--- src/rtl/fa_bist.sv ---
// Built-in self-test engine for a 1-bit full adder: sweeps all 8 input vectors and checks Sum/Cout.
// Optional build macro FA_BIST_FAIL_MAP_EN adds a per-vector sticky failure map.
module fa_bist #(
    parameter int unsigned SETTLE_CYCLES = 2,
    parameter int unsigned PASSES        = 1
) (
    input  logic       clk,
    input  logic       rst_n,
    input  logic       start,
    output logic       dut_in1,
    output logic       dut_in2,
    output logic       dut_cin,
    input  logic       dut_sum,
    input  logic       dut_cout,
    output logic       busy,
    output logic       done,
    output logic       pass,
    output logic [3:0] err_count,
    output logic [2:0] first_fail_vec,
    output logic       first_fail_valid,
    output logic [7:0] fail_map
);

    localparam int unsigned SW = (SETTLE_CYCLES > 1) ? $clog2(SETTLE_CYCLES) : 1;
    localparam int unsigned PW = (PASSES > 1) ? $clog2(PASSES) : 1;
    localparam logic [SW-1:0] SETTLE_LAST = SW'(SETTLE_CYCLES - 1);
    localparam logic [PW-1:0] PASS_LAST   = PW'(PASSES - 1);

    typedef enum logic [1:0] {IDLE, SETTLE, CHECK, DONE} state_t;

    state_t        state_q, state_d;
    logic [2:0]    vec_q, vec_d;
    logic [SW-1:0] scnt_q, scnt_d;
    logic [PW-1:0] pcnt_q, pcnt_d;
    logic          busy_q, busy_d;
    logic          done_q, done_d;
    logic [3:0]    err_q, err_d;
    logic [2:0]    ffvec_q, ffvec_d;
    logic          ffvalid_q, ffvalid_d;

    logic launch;
    logic exp_sum;
    logic exp_cout;
    logic mismatch;

    assign launch   = start && ((state_q == IDLE) || (state_q == DONE));
    assign exp_sum  = ^vec_q;
    assign exp_cout = (vec_q[2] & vec_q[1]) | (vec_q[2] & vec_q[0]) | (vec_q[1] & vec_q[0]);
    assign mismatch = (dut_sum != exp_sum) || (dut_cout != exp_cout);

    // State and result registers
    always_ff @(posedge clk or negedge rst_n) begin
        if (!rst_n) begin
            state_q   <= IDLE;
            vec_q     <= 3'd0;
            scnt_q    <= '0;
            pcnt_q    <= '0;
            busy_q    <= 1'b0;
            done_q    <= 1'b0;
            err_q     <= 4'd0;
            ffvec_q   <= 3'd0;
            ffvalid_q <= 1'b0;
        end else begin
            state_q   <= state_d;
            vec_q     <= vec_d;
            scnt_q    <= scnt_d;
            pcnt_q    <= pcnt_d;
            busy_q    <= busy_d;
            done_q    <= done_d;
            err_q     <= err_d;
            ffvec_q   <= ffvec_d;
            ffvalid_q <= ffvalid_d;
        end
    end

    // Next-state and next-result logic
    always_comb begin
        state_d   = state_q;
        vec_d     = vec_q;
        scnt_d    = scnt_q;
        pcnt_d    = pcnt_q;
        busy_d    = busy_q;
        done_d    = done_q;
        err_d     = err_q;
        ffvec_d   = ffvec_q;
        ffvalid_d = ffvalid_q;

        case (state_q)
            IDLE, DONE: begin
                if (launch) begin
                    state_d   = SETTLE;
                    vec_d     = 3'd0;
                    scnt_d    = '0;
                    pcnt_d    = '0;
                    busy_d    = 1'b1;
                    done_d    = 1'b0;
                    err_d     = 4'd0;
                    ffvec_d   = 3'd0;
                    ffvalid_d = 1'b0;
                end
            end
            SETTLE: begin
                scnt_d = scnt_q + SW'(1);
                if (scnt_q == SETTLE_LAST) begin
                    state_d = CHECK;
                end
            end
            CHECK: begin
                if (mismatch) begin
                    if (err_q != 4'hF) begin
                        err_d = err_q + 4'd1;
                    end
                    if (!ffvalid_q) begin
                        ffvec_d   = vec_q;
                        ffvalid_d = 1'b1;
                    end
                end
                if ((vec_q == 3'd7) && (pcnt_q == PASS_LAST)) begin
                    state_d = DONE;
                    vec_d   = 3'd0;
                    busy_d  = 1'b0;
                    done_d  = 1'b1;
                end else begin
                    state_d = SETTLE;
                    vec_d   = vec_q + 3'd1;
                    scnt_d  = '0;
                    if (vec_q == 3'd7) begin
                        pcnt_d = pcnt_q + PW'(1);
                    end
                end
            end
            default: state_d = IDLE;
        endcase
    end

`ifdef FA_BIST_FAIL_MAP_EN
    logic [7:0] map_q, map_d;

    // Sticky per-vector failure map, cleared when a run is launched
    always_comb begin
        map_d = map_q;
        if (launch) begin
            map_d = 8'h00;
        end else if ((state_q == CHECK) && mismatch) begin
            map_d = map_q | (8'h01 << vec_q);
        end
    end

    always_ff @(posedge clk or negedge rst_n) begin
        if (!rst_n) begin
            map_q <= 8'h00;
        end else begin
            map_q <= map_d;
        end
    end

    assign fail_map = map_q;
`else
    assign fail_map = 8'h00;
`endif

    assign {dut_in1, dut_in2, dut_cin} = vec_q;
    assign busy             = busy_q;
    assign done             = done_q;
    assign pass             = done_q && (err_q == 4'd0);
    assign err_count        = err_q;
    assign first_fail_vec   = ffvec_q;
    assign first_fail_valid = ffvalid_q;

endmodule
--- config.mk ---
export PLATFORM = sky130hd
export DESIGN_NAME = fa_bist
export DESIGN_NICKNAME = d
export VERILOG_FILES = /design/src/rtl/fa_bist.sv
export SDC_FILE = /design/constraint.sdc
export NUM_CORES = 1
export LEC_CHECK = 0
export BUFFER_PORTS_ARGS = -buffer_cell sky130_fd_sc_hd__buf_2
export CELL_PAD_IN_SITES_DETAIL_PLACEMENT = 1
export CELL_PAD_IN_SITES_GLOBAL_PLACEMENT = 1
export CORE_UTILIZATION = 35
export DETAILED_ROUTE_END_ITERATION = 6
export GPL_TIMING_DRIVEN = 0
export PLACE_DENSITY_LB_ADDON = 0.1
export SYNTH_ARGS = -nofsm -noshare
export SYNTH_HDL_FRONTEND = slang
export SYNTH_SLANG_ARGS = --single-unit
export TNS_END_PERCENT = 100
--- constraint.sdc ---
create_clock -name clk -period 1.6 [get_ports clk]
set_input_delay 0.08 -clock clk [delete_from_list [all_inputs] [get_ports clk]]
set_output_delay 0.08 -clock clk [all_outputs]
set_load 0.01 [all_outputs]
==> results of run 1 <==
-- per-stage QoR --
stage          std cells  hold WS [ns]  power [W]  worst slack [ns]
6_report             176        0.1539   0.001807           -0.2638
5_1_grt              176        0.1797   0.001949           -0.3338
4_1_cts              174        0.1426   0.001776           -0.2487
3_5_place_dp         162       0.03409   0.001337           -0.2762
3_3_place_gp         162       0.03371   0.001302           -0.2558
2_1_floorplan        113       -0.2156   0.001151           -0.1754
-- repair_timing --
item,4_1_cts,5_1_grt
hold endpoints to repair,17,0
gates resized for setup,9,9
buffers inserted,7,2
setup endpoints to repair,14,14
pin swaps,2,3
gates cloned,0,0
hold buffers,1,0
-- sequential cells by signal, summed over array words and instances, names as in the netlist --
register / count
err_count: 4
first_fail_vec: 3
vec_q: 3
state_q: 2
busy: 1
done: 1
first_fail_valid: 1
pcnt_q: 1
scnt_q: 1
-- critical path: stages (launching register included) --
cell and delay, ns:
dfrtp_2 0.44, fa_1 0.52, xnor2_2 0.17, a31oi_4 0.22
buf_4 0.16, a41oi_2 0.13, a21oi_1 0.16
-- report_power, final --
part           internal (W)  switching [W]  total, W
Combinational      0.000515       0.000464  0.000979
Sequential         0.000500      0.0000825  0.000582
Clock             0.0000929       0.000152  0.000245
-- Yosys cell counts (2+ instances only) --
cell type   n
a21oi_1     7
o21ai_0     5
nand4b_1    3
inv_1       4
buf_4       8
nor3b_1     2
nand2_1    11
xnor2_1     2
ha_1        7
dfrtp_1    17
nor2b_1     3
mux2_2      3
nand3_1     8
nand2b_1    5
nor2_1      3
a22o_1      3
-- layer usage --
metal | global-route usage, % | share of wire, %
met4 | 5.575 | 0.60
met3 | 2.535 | 3.2
met5 | 0 | 0
met2 | 27.90 | 50
met1 | 24.19 | 46
-- cell families after synthesis --
group	after synthesis	share of synthesized area, %
xor+xnor	2	1.677
other cells	1	0.3589
fa+ha+maj	8	10.30
buf+inv	15	9.101
mux	4	4.550
simple gates	40	20.72
flops	17	40.72
compound gates	19	12.58
-- how the worst max path moves through the flow --
| stage | from | endpoint |
|---|---|---|
| 2_1_floorplan | vec_q[0] | err_count[1] |
| 3_3_place_gp | vec_q[0] | err_count[1] |
| 3_5_place_dp | vec_q[0] | err_count[1] |
| 4_1_cts | vec_q[0] | err_count[1] |
| 5_1_grt | vec_q[1] | err_count[3] |
| 6_report | vec_q[1] | err_count[3] |
-- final cells by class --
class                      count  area, um2
buffer                        11      83.83
clock buffer                   3      22.52
clock inverter                 1      5.005
fill                         324       1390
inverter                       4      15.01
multi-input combinational     81      625.6
sequential                    17      429.2
tap                           31      38.79
timing repair buffer          28      171.4
==> impl_results.md, run 1 <==
* CTS Buf Count at 3
* Final net count at 159
* Vias at 863
* WL final at 2495 um
* Synth-to-Final Area Change at 33.17%
* Failing checks: negative setup slack
* Syn avg cell area at 9.856 um2
* Total track usage at 17.43%
* Register area share after synthesis at 40.72%
* Clock skew at 0.001480 ns
* Ys async rst share at 100.0%
* Starting density of the core at 37.56%
* Flop-to-flop setup slack at -0.26 ns
* Drt first pass iters at 4
* Crit Path Class: reg -> reg
* F_max at 536.5 MHz
* Number of global-route vias before repair at 929
* Syn Inst Count at 106
* Worst Hold Class: in -> reg
* Most common cell after layout, fill and taps aside: buf_2
* Leakage at 0.6929 nW
* Post-route setup TNS at -1.445 ns
* Clk sink count at 17
* CTS Buffer Depth at 2
* Port bufs at 18
* Final instance area at 1391 um2
* Share of the synthesized area in the top cell type at 40.72%
* Cells taking the most area after synthesis: dfrtp_1 41%, ha_1 8.4%, buf_4 5.7%
* Worst R2R Path Depth at 6
* Critical Path End Type: register
* Hold EP: busy
* CP Max Fanout at 4
* Final hold vios at 0
* Number of diodes at 0
* Final core utilization at 50.02%
* Hold wc startpoint: start
* Period Utilization, post-route at 116.5%
* Slew Limit Fails at 0
* Post-route ant nets at 0
* Synth area leader: dfrtp_1
* Syn. warnings at 0
* Hold path depth at 3
* DIE WIDTH at 56.64 um
* Layout cells sized above 1 at 42.07%
* Root Buffer: clkbuf_4
* Grt ovf at 0
* TritonCTS clock tree: yes
* H-tree depth at 1
* R2r startpoint: vec_q[1]
* RSZ-0062 raised after global routing: yes
* Final setup vio count at 8
* Detailed placement HPWL at 1676 um
* Worst Slack Setup Final at -0.2638 ns
* First-pass GRT wire length at 4388 um
* Top_reg_cell synth: dfrtp_1
* Most frequent cells in the layout: 18 x buf_2, 16 x buf_4, 14 x dfrtp_1, 11 x nand2_1
* Die footprint at 3208 um2
* Worst EP arrival at 2.09 ns
* R2r endpoint: err_count[3]
* Fin crit period at 1.864 ns
* Number of distinct library cells after synthesis at 31
* Initial antenna violation count at 0
* Cell area after synthesis at 1045 um2
* CP required at 1.82 ns
* PwrDens at 1298 nW/um2
* Pin count of the biggest net entering global routing at 18
* Drt via density at 4.903
* Yosys reg bits at 17
* DRC at 0
* I/O pin cnt at 27
* Post-synth EDFFs at 0
* GPL Wtd Cong at 0.7434
* WL/cell at 14.18 um
* 1st-iter DRT viols at 11
* Status: finished with violations
* Core Region at 2781 um2
* Max cap viols at 0
* Insertion delay to the later sink of the worst-skew pair at 0.29 ns
* Die Ht at 56.64 um
* VDD IR max at 0.7853 mV
* Worst-path clk slew at 0.11 ns
* Cell Rows at 19
* CP Launch Type: register
* Area after DPL at 1219 um2
No activity file was read; power rests on OpenSTA's default activity.
==> run 2, diff against run 1 <==
--- a/config.mk
+++ b/config.mk
@@ -5,13 +5,16 @@
 export SDC_FILE = /design/constraint.sdc
 export NUM_CORES = 1
 export LEC_CHECK = 0
+export ABC_AREA = 1
 export BUFFER_PORTS_ARGS = -buffer_cell sky130_fd_sc_hd__buf_2
 export CELL_PAD_IN_SITES_DETAIL_PLACEMENT = 1
 export CELL_PAD_IN_SITES_GLOBAL_PLACEMENT = 1
-export CORE_UTILIZATION = 35
+export CORE_UTILIZATION = 34
 export DETAILED_ROUTE_END_ITERATION = 6
 export GPL_TIMING_DRIVEN = 0
 export PLACE_DENSITY_LB_ADDON = 0.1
+export REMOVE_ABC_BUFFERS = 1
+export SKIP_LAST_GASP = 1
 export SYNTH_ARGS = -nofsm -noshare
 export SYNTH_HDL_FRONTEND = slang
 export SYNTH_SLANG_ARGS = --single-unit
==> run 2 against run 1 <==
Net effect: the run still ends with negative setup slack left; critical path depth is 2 higher; synthesized cell count grew 34%; sequential power decreased by 2%; flip-flop and latch count is the same; final area is 5.3% lower; die area is 7.6% higher.
==> impl_results.md, run 2 <==
* DIE WIDTH at 58.75 um
* Synth-to-Final Area Change at 20.34%
* Core Region at 3053 um2
* Register area share after synthesis at 38.86%
* Leakage at 0.7362 nW
* I/O pin cnt at 27
* Drt first pass iters at 2
* Commonest cells post-synth: 33 x nand2_1, 23 x inv_1, 17 x dfrtp_1, 14 x nor2_1, 10 x nand4_1
* Final core utilization at 43.16%
* R2r endpoint: err_count[2]
* Area after DPL at 1179 um2
* Final setup vio count at 4
* Setup crit end: err_count[2]
* VDD IR max at 0.9248 mV
* Most common cell after layout, fill and taps aside: nand2_1
* Cell area after synthesis at 1095 um2
* Drt via density at 4.519
* CP Max Fanout at 5
* Critical Path End Type: register
* Clk pwr share at 13.6%
* GPL Wtd Cong at 0.7876
* Worst-path clk slew at 0.10 ns
* Starting density of the core at 35.86%
* Ys async rst share at 100.0%
* WL/cell at 11.57 um
* CP cell instances: fa_1, nand2_2, inv_2, nor2_2, nand2_4, nand3_4, nand2_1, nand2_1
* Die footprint at 3451 um2
* Insertion delay to the later sink of the worst-skew pair at 0.30 ns
* Crit Path Class: reg -> reg
* Post-route setup TNS at -0.02276 ns
* Final hold vios at 0
* Syn Inst Count at 142
* Crit. Startpoint: vec_q[1]
* Most frequent cells in the layout: 28 x nand2_1, 20 x inv_1, 18 x buf_2, 17 x dfrtp_1, 11 x nor2_1
* First-pass GRT wire length at 3981 um
* Syn. warnings at 0
* Layout cells sized above 1 at 26.22%
* Vias at 940
* Fin crit period at 1.607 ns
* Die Ht at 58.75 um
* Sw frac at 46.25%
* Top_reg_cell synth: dfrtp_1
* Port bufs at 18
* Yosys reg bits at 17
* Clk sink count at 17
* Syn avg cell area at 7.710 um2
* Number of distinct library cells after synthesis at 23
* CP Launch Type: register
* RSZ-0062 raised after global routing: yes
* Critical path's slowest cell: fa_1
* TritonCTS clock tree: yes
* 1st-iter DRT viols at 25
* R2r startpoint: vec_q[1]
* Comb pwr share at 53.9%
* Top-count cell post-synth: nand2_1
* Switching pwr at 0.0008129 W
* F_max at 622.2 MHz
* Cell Rows at 20
* CTS Buf Count at 3
* Clock skew at 0.003234 ns
* WL final at 2407 um
* Cells taking the most area after synthesis: dfrtp_1 39%, nand2_1 11%, ha_1 8.0%
* Worst Slack Setup Final at -0.007128 ns
* DRC at 0
* CP required at 1.80 ns
* H-tree depth at 1
* Sequential Power Share at 32.5%
* Detailed placement HPWL at 1757 um
* Slew Limit Fails at 0
* Synth area leader: dfrtp_1
* Worst Hold Class: in -> reg
* Failing checks: negative setup slack
* Number of diodes at 0
* Max cap viols at 0
* Pin count of the biggest net entering global routing at 19
* Final instance area at 1318 um2
* Worst R2R Path Depth at 8
* Worst EP arrival at 1.81 ns
* Int Power at 0.0009447 W
* Initial antenna violation count at 0
* CP peak stage delay at 0.59 ns
* Final net count at 178
* CP most frequent cell: nand2_1
* Flop-to-flop setup slack at -0.007 ns
* Post-route ant nets at 0
* PwrDens at 1334 nW/um2
* Root Buffer: clkbuf_4
* Total track usage at 15.50%
* Number of flip-flops in the largest register at 4
* Grt ovf at 0
* Number of global-route vias before repair at 889
* Period Utilization, post-route at 100.4%
* Post-synth EDFFs at 0
* CTS Buffer Depth at 2
* Share of the synthesized area in the top cell type at 38.86%
* Status: finished with violations
run 2: layout make-up:
type / instances / area, um2
Multi-Input combinational cell: 97 / 595.6
Timing Repair Buffer: 22 / 122.6
Tap cell: 44 / 55.05
Fill cell: 400 / 1735
Inverter: 24 / 92.59
Sequential cell: 17 / 425.4
Clock buffer: 4 / 26.28
run 2: kinds of logic (layout without fill, tap and decap cells):
| logic type | count (synthesis) | in the layout | synth area share (%) |
|---|---|---|---|
| fa+ha+maj | 8 | 8 | 9.828 |
| compound gates | 13 | 13 | 7.200 |
| simple gates | 68 | 68 | 27.54 |
| buf+inv | 35 | 50 | 16.23 |
| other cells | 1 | 8 | 0.3425 |
| flops | 17 | 17 | 38.86 |
run 2: power groups by stage:
stage	combinational (W)	clock [W]	sequential, W
2_1_floorplan	0.000544	0	0.000588
3_3_place_gp	0.000749	0	0.000577
3_5_place_dp	0.000766	0	0.000580
4_1_cts	0.000904	0.000249	0.000573
5_1_grt	0.00105	0.000261	0.000583
6_report	0.000947	0.000240	0.000570
run 2: worst min-delay path by stage:
| stage | slack (ns) | to | from | cells after the start |
|---|---|---|---|---|
| final | 0.12 | scnt_q | start | 4 |
| after global placement | 0.03 | first_fail_vec[0] | rst_n | 1 |
| after detailed placement | 0.03 | first_fail_vec[0] | rst_n | 1 |
| after CTS | 0.12 | scnt_q | start | 4 |
| after global routing | 0.15 | scnt_q | start | 4 |
| after floorplan | -0.22 | busy | rst_n | 0 |
run 2: critical path, delay by kind of cell (launching register included):
kind,cells,cell delay [ns]
buffers and inverters,1,0.06
adders and majority gates,1,0.59
DFF,1,0.41
and+or+nand+nor,6,0.45
run 2: what timing repair did:
item,CTS,global route
setup endpoints to repair,16,13
resized for setup,13,10
buffers inserted,3,0
endpoints found under the hold margin,17,0
pin swaps,8,4
hold buffers,1,0
run 2: per-layer routing:
layer / track usage, % / part of all wire (%) / up-vias
met1: 19.14 / 48 / 446
li1: - / - / 475
met4: 3.061 / 0.62 / 0
met2: 26.79 / 48 / 17
met5: 0 / 0 / -
met3: 4.615 / 3.4 / 2
run 2: through the flow:
| stage | hold WS (ns) | setup WS, ns | power, W | cells |
|---|---|---|---|---|
| floorplan | -0.2156 | -0.01175 | 0.001132 | 138 |
| global placement | 0.03251 | -0.3199 | 0.001326 | 200 |
| CTS | 0.1228 | -0.02300 | 0.001727 | 208 |
| finish | 0.1205 | -0.007128 | 0.001758 | 208 |
| global route | 0.1516 | -0.1113 | 0.001894 | 208 |
| detailed placement | 0.03371 | -0.3335 | 0.001346 | 200 |
